$ cat config.mk
export PLATFORM = sky130hd
export DESIGN_NAME = token_readout_rx
export DESIGN_NICKNAME = d
export VERILOG_FILES = /design/src/rtl/token_readout_rx.sv
export SDC_FILE = /design/constraint.sdc
export NUM_CORES = 1
export LEC_CHECK = 0
export ABC_AREA = 1
export ABC_CLOCK_PERIOD_IN_PS = 6560
export CAP_MARGIN = 15
export CORE_MARGIN = 4
export CORE_UTILIZATION = 58
export DETAILED_ROUTE_END_ITERATION = 12
export HOLD_SLACK_MARGIN = 0.08
export PLACE_DENSITY = 0.86
export RECOVER_POWER = 50
export SYNTH_ARGS = -nofsm -noshare
export SYNTH_HDL_FRONTEND = slang
export SYNTH_SLANG_ARGS = --single-unit
$ cat constraint.sdc
create_clock -name BUS_CLK -period 6.56 [get_ports BUS_CLK]
set_input_delay 1.312 -clock BUS_CLK [delete_from_list [all_inputs] [get_ports BUS_CLK]]
set_output_delay 1.312 -clock BUS_CLK [all_outputs]
set_load 0.01 [all_outputs]
$ cat src/rtl/token_readout_rx.sv
// token_readout_rx: token-driven serial readout of chip hit words into a
// first-word-fall-through FIFO, with saturating hit and lost-word counters.
module token_readout_rx #(
  parameter int unsigned COL_BITS   = 6,
  parameter int unsigned ROW_BITS   = 8,
  parameter int unsigned TS_BITS    = 8,
  parameter int unsigned FIFO_DEPTH = 16,
  parameter int unsigned IDENT      = 0
) (
  input  logic        BUS_CLK,
  input  logic        RST,
  input  logic        CONF_EN,
  input  logic        CONF_GRAY_DIS,
  input  logic [7:0]  CONF_TOKEN_WAIT,
  input  logic [7:0]  CONF_READ_LEN,
  input  logic        RX_TOKEN,
  input  logic        RX_DATA,
  output logic        RX_FREEZE,
  output logic        RX_READ,
  output logic        RX_SCLK,
  input  logic        FIFO_READ,
  output logic        FIFO_EMPTY,
  output logic [31:0] FIFO_DATA,
  output logic [15:0] HIT_CNT,
  output logic [7:0]  LOST_CNT
);

  localparam int unsigned DATA_BITS  = COL_BITS + ROW_BITS + 2 * TS_BITS;
  localparam int unsigned AW         = $clog2(FIFO_DEPTH);
  localparam logic [7:0]  SHIFT_LAST = 8'(2 * DATA_BITS - 1);
  localparam logic [1:0]  IDENT_TAG  = 2'(IDENT);
  localparam logic [AW:0] PTR_ONE    = (AW + 1)'(1);

  typedef enum logic [2:0] {
    IDLE   = 3'd0,
    FREEZE = 3'd1,
    LOAD   = 3'd2,
    SHIFT  = 3'd3,
    STORE  = 3'd4
  } state_t;

  state_t               state_r;
  state_t               state_next_s;
  logic [7:0]           phase_r;
  logic [DATA_BITS-1:0] shift_r;
  logic [DATA_BITS-1:0] word_s;
  logic [DATA_BITS-1:0] mem_r [FIFO_DEPTH];
  logic [AW:0]          wr_ptr_r;
  logic [AW:0]          rd_ptr_r;
  logic                 full_s;
  logic                 empty_s;
  logic                 push_s;
  logic                 pop_s;
  logic                 write_s;
  logic [15:0]          hit_cnt_r;
  logic [7:0]           lost_cnt_r;
  logic                 freeze_s;
  logic                 read_s;
  logic                 sclk_s;
  logic [31:0]          fifo_data_s;

  function automatic logic [TS_BITS-1:0] gray2bin(input logic [TS_BITS-1:0] g);
    logic [TS_BITS-1:0] b;
    b[TS_BITS-1] = g[TS_BITS-1];
    for (int i = TS_BITS - 2; i >= 0; i--) begin
      b[i] = b[i+1] ^ g[i];
    end
    return b;
  endfunction

  // State register; the phase counter restarts at zero on every state entry
  always_ff @(posedge BUS_CLK) begin
    if (RST) begin
      state_r <= IDLE;
      phase_r <= 8'd0;
    end else begin
      state_r <= state_next_s;
      if (state_next_s != state_r) begin
        phase_r <= 8'd0;
      end else begin
        phase_r <= phase_r + 8'd1;
      end
    end
  end

  // Next-state logic; >= lets a lowered wait/length take effect immediately
  always_comb begin
    state_next_s = state_r;
    case (state_r)
      IDLE: begin
        if (CONF_EN && RX_TOKEN) state_next_s = FREEZE;
        else                     state_next_s = IDLE;
      end
      FREEZE: begin
        if (phase_r >= CONF_TOKEN_WAIT) state_next_s = LOAD;
        else                            state_next_s = FREEZE;
      end
      LOAD: begin
        if (phase_r >= CONF_READ_LEN) state_next_s = SHIFT;
        else                          state_next_s = LOAD;
      end
      SHIFT: begin
        if (phase_r >= SHIFT_LAST) state_next_s = STORE;
        else                       state_next_s = SHIFT;
      end
      STORE: begin
        if (CONF_EN && RX_TOKEN) state_next_s = FREEZE;
        else                     state_next_s = IDLE;
      end
      default: state_next_s = IDLE;
    endcase
  end

  // Chip control outputs decoded from the registered state only
  always_comb begin
    freeze_s = 1'b0;
    read_s   = 1'b0;
    sclk_s   = 1'b0;
    case (state_r)
      FREEZE: freeze_s = 1'b1;
      LOAD: begin
        freeze_s = 1'b1;
        read_s   = 1'b1;
      end
      SHIFT: begin
        freeze_s = 1'b1;
        sclk_s   = phase_r[0];
      end
      default: begin
        freeze_s = 1'b0;
        read_s   = 1'b0;
        sclk_s   = 1'b0;
      end
    endcase
  end

  // Deserializer: sample at the end of each cycle where the serial clock is high
  always_ff @(posedge BUS_CLK) begin
    if (RST) begin
      shift_r <= '0;
    end else if ((state_r == SHIFT) && phase_r[0]) begin
      shift_r <= {shift_r[DATA_BITS-2:0], RX_DATA};
    end
  end

  // Word formatting: optional gray decode of the two timestamp fields
  always_comb begin
    word_s = shift_r;
    if (!CONF_GRAY_DIS) begin
      word_s[DATA_BITS-1 -: TS_BITS]           = gray2bin(shift_r[DATA_BITS-1 -: TS_BITS]);
      word_s[DATA_BITS-TS_BITS-1 -: TS_BITS]   = gray2bin(shift_r[DATA_BITS-TS_BITS-1 -: TS_BITS]);
    end else begin
      word_s = shift_r;
    end
  end

  assign push_s  = (state_r == STORE);
  assign empty_s = (wr_ptr_r == rd_ptr_r);
  assign full_s  = (wr_ptr_r[AW] != rd_ptr_r[AW]) && (wr_ptr_r[AW-1:0] == rd_ptr_r[AW-1:0]);
  assign pop_s   = FIFO_READ && !empty_s;
  // Fullness is judged before the pop, so a push into a full FIFO is lost
  assign write_s = push_s && !full_s;

  // FIFO storage
  always_ff @(posedge BUS_CLK) begin
    if (write_s) begin
      mem_r[wr_ptr_r[AW-1:0]] <= word_s;
    end
  end

  // FIFO pointers
  always_ff @(posedge BUS_CLK) begin
    if (RST) begin
      wr_ptr_r <= '0;
      rd_ptr_r <= '0;
    end else begin
      if (write_s) wr_ptr_r <= wr_ptr_r + PTR_ONE;
      if (pop_s)   rd_ptr_r <= rd_ptr_r + PTR_ONE;
    end
  end

  // Saturating hit / lost counters
  always_ff @(posedge BUS_CLK) begin
    if (RST) begin
      hit_cnt_r  <= 16'd0;
      lost_cnt_r <= 8'd0;
    end else if (push_s) begin
      if (hit_cnt_r != 16'hFFFF) hit_cnt_r <= hit_cnt_r + 16'd1;
      if (full_s && (lost_cnt_r != 8'hFF)) lost_cnt_r <= lost_cnt_r + 8'd1;
    end
  end

  // Output word: stream tag on top, zero pad, data word at the bottom
  always_comb begin
    fifo_data_s                  = 32'd0;
    fifo_data_s[DATA_BITS-1:0]   = mem_r[rd_ptr_r[AW-1:0]];
    fifo_data_s[31:30]           = IDENT_TAG;
  end

  assign RX_FREEZE  = freeze_s;
  assign RX_READ    = read_s;
  assign RX_SCLK    = sclk_s;
  assign FIFO_EMPTY = empty_s;
  assign FIFO_DATA  = fifo_data_s;
  assign HIT_CNT    = hit_cnt_r;
  assign LOST_CNT   = lost_cnt_r;

endmodule

==> impl_metrics.json <==
{
  "run_status": "finished, violations left",
  "failed_checks": "max-capacitance violations, max-slew violations",
  "post_cts_resize_count": 0,
  "final.period_utilization_pct": 82.9,
  "hold_path_class": "register to register",
  "avgRoutedWirePerCell_microns": 21.8,
  "place_inst": 2408,
  "drt-vias-per-instance": 6.03,
  "cellLeakagePower_nw": 8.83,
  "first_global_vias": 15100,
  "port_buffers": 80,
  "criticalPathCategory": "register to output pin",
  "die_area_sq_um": 43700,
  "cts_buffer_depth": 3,
  "synth-async-reset-ratio_pct": 0,
  "syn_warnings": 0,
  "hold_start": "phase_r[0]",
  "critical_path_buf_inv_count": 3,
  "rsz0062_at_grt": "false",
  "vias": 15100,
  "slowest_stage_cell_crit_path": "sky130_fd_sc_hd__clkinv_2",
  "grt_pass1_wl_mm": 83.7,
  "yosysMostFrequentCell": "sky130_fd_sc_hd__edfxtp_1",
  "areaGrowthSynthToFinish_pct": 11.7,
  "critical_path_peak_fanout": 78,
  "critPathLaunchType": "register",
  "drtAntennaViolNets": 0,
  "final_period_minus_worst_setup_slack_ps": 5440,
  "crit_arrival_ps": 4130,
  "synthTopCellsByArea": "sky130_fd_sc_hd__edfxtp_1 (61%), sky130_fd_sc_hd__dfxtp_1 (6.7%), sky130_fd_sc_hd__mux2i_1 (5.1%)",
  "worst-endpoint-required_ps": 5250,
  "boundaryPins": 83,
  "post_synth_inst_count": 1870,
  "synth_flop_cell": "sky130_fd_sc_hd__edfxtp_1",
  "finalClockSkew_ps": 16.6,
  "drive_above_1_share_pct": 5.97,
  "antenna_found_initial": 2,
  "library_cell_occupying_the_most_area_in_the_post_synthesis_netlist": "sky130_fd_sc_hd__edfxtp_1",
  "finalNonFillerCells": 2503,
  "maxSlewHeadroom_pct": -85.4,
  "synth.lib_cells_used.distinct": 38,
  "cts-root-buf": "sky130_fd_sc_hd__clkbuf_16",
  "cts_hold_buf": 0,
  "critical_path.max_stage_delay_ps": 810,
  "die_width_microns": 209,
  "worstSetupEndpointType": "output pin",
  "drv_cap": 6,
  "synth_common_cells": "sky130_fd_sc_hd__edfxtp_1 (480), sky130_fd_sc_hd__inv_1 (196), sky130_fd_sc_hd__a21oi_1 (186)",
  "yosys.area.top_type_share_pct": 61.5,
  "clkSinkCount": 559,
  "setup_violations": 0,
  "clk_latency_ps": 600,
  "maximum_number_of_pins_on_one_net_before_global_route_repair": 115,
  "global_route.overflow_total": 0,
  "rr_startpoint": "wr_ptr_r[2]",
  "start_util_pct": 58.9,
  "fillers": 2795,
  "drt_pass1_iterations": 5,
  "cp_top_family": "buffers and inverters",
  "htree_levels": 2,
  "cts_tree": "yes",
  "drc_errors": 0,
  "number_of_nets_at_the_end_of_the_flow": 1986,
  "place_congestion": 0.856,
  "yosysSeqAreaShare_pct": 68.2,
  "post_cts_buffers": 0,
  "first_iter_violations": 1578,
  "hold_viol_final": 0,
  "avgSynthCellArea_sq_um": 12.5,
  "timing.critical_path.cells": "clkinv_2 > buf_4 > o211ai_1 > nand3_1 > nand2_1 > clkdlybuf4s50_1",
  "coreArea_sq_um": 39800,
  "pwr_density_cell_nw_per_um2": 270,
  "rows": 73,
  "wirelength_mm": 54.5,
  "slew_viol_final": 121,
  "synth_edf_count": 480,
  "register_bit_count_reported_by_yosys": 559,
  "cts_buffers": 53,
  "final.setup.tns_ps": 0,
  "worst_ir_drop_vdd_v": 0.000185,
  "groute.usage.overall_pct": 24.5,
  "syn-cell-area_sq_um": 23400,
  "max_clock_freq_mhz": 184,
  "clock_transition_at_the_registers_of_the_reported_paths_ps": 60,
  "hpwlAfterDp_mm": 28.8,
  "die_h_microns": 209,
  "max_slew.worst_pin.slew_ps": 2780
}
placed cells by master (no fill, tap or decap), types with 3 or more instances in the layout:
cell type / instances
sky130_fd_sc_hd__buf_4: 23
sky130_fd_sc_hd__inv_1: 195
sky130_fd_sc_hd__mux2i_1: 120
sky130_fd_sc_hd__nand2_1: 186
sky130_fd_sc_hd__nor3b_1: 3
sky130_fd_sc_hd__clkinv_2: 7
sky130_fd_sc_hd__nand4_1: 6
sky130_fd_sc_hd__a21oi_1: 186
sky130_fd_sc_hd__ha_1: 24
sky130_fd_sc_hd__dfxtp_1: 75
sky130_fd_sc_hd__nor3_1: 10
sky130_fd_sc_hd__edfxtp_1: 480
sky130_fd_sc_hd__nand3_1: 63
sky130_fd_sc_hd__clkbuf_8: 3
sky130_fd_sc_hd__dfxtp_4: 3
sky130_fd_sc_hd__nor2_4: 9
sky130_fd_sc_hd__o211ai_1: 120
sky130_fd_sc_hd__o21ai_0: 162
sky130_fd_sc_hd__clkdlybuf4s50_1: 78
sky130_fd_sc_hd__nor2_1: 48
sky130_fd_sc_hd__xnor2_1: 12
sky130_fd_sc_hd__clkinv_1: 10
sky130_fd_sc_hd__clkbuf_16: 55
sky130_fd_sc_hd__clkinvlp_4: 4
sky130_fd_sc_hd__o21ai_1: 22
sky130_fd_sc_hd__clkbuf_1: 23
sky130_fd_sc_hd__xor2_1: 25
per-stage QoR:
stage	total power, mW	util [%]	cell area [sq um]	hold WS [ps]	setup slack, ps
after detailed placement	4.24	61.9	24600	475	1840
after floorplan	4.15	-	23400	441	3720
after global placement	4.22	61.9	24600	469	1970
final	7.07	65.7	26200	482	1120
after global routing	7.28	65.7	26200	518	999
after CTS	7.10	66.0	26300	491	1160
final timing paths:
path	end	slack, ps	depth (start not counted)
worst max-delay path	FIFO_DATA[9]	1120	6
worst max register to register	mem_r[13][24]	2560	9
worst min-delay path	phase_r[0]	480	1
worst min register to register	phase_r[0]	480	1
routing by layer:
| metal | GRT usage (%) | vias to the layer above | part of all wire (%) |
|---|---|---|---|
| met5 | 0 | - | 0.015 |
| met4 | 9.90 | 2 | 3.3 |
| met3 | 4.86 | 143 | 10 |
| met2 | 40.2 | 812 | 48 |
| met1 | 32.5 | 7274 | 38 |
| li1 | - | 6855 | - |
flip-flops by register name, summed over array words and instances (netlist names), named ones only:
| register | flops |
|---|---|
| shift_r | 30 |
| phase_r | 8 |
| LOST_CNT | 8 |
| wr_ptr_r | 5 |
| HIT_CNT | 16 |
| mem_r | 480 |
| rd_ptr_r | 5 |
| state_r | 3 |
power breakdown:
part,internal [mW],total (mW),switching [mW]
clock,1.64,2.91,1.27
combinational,0.146,0.338,0.192
sequential,3.80,3.83,0.0220
cell families after synthesis:
logic type | Yosys count | synth area share (%)
other cells | 1 | 0.0160
compound gates | 493 | 11.8
mux | 120 | 5.12
flops | 559 | 68.2
xor+xnor | 37 | 1.38
buf+inv | 303 | 6.10
fa+ha+maj | 24 | 1.28
simple gates | 333 | 6.03
layout make-up:
type                       count  area, sq um  share of cell area [%]
timing repair buffer         116         1050                    4.03
clock buffer                  70         1460                    5.59
multi-input combinational   1009         6070                    23.2
antenna                        1         2.50                 0.00956
tap                          525          657                    2.51
sequential                   559        16000                    61.1
clock inverter                23          171                   0.655
inverter                     200          753                    2.88
Power figures use the tool's default switching activity.
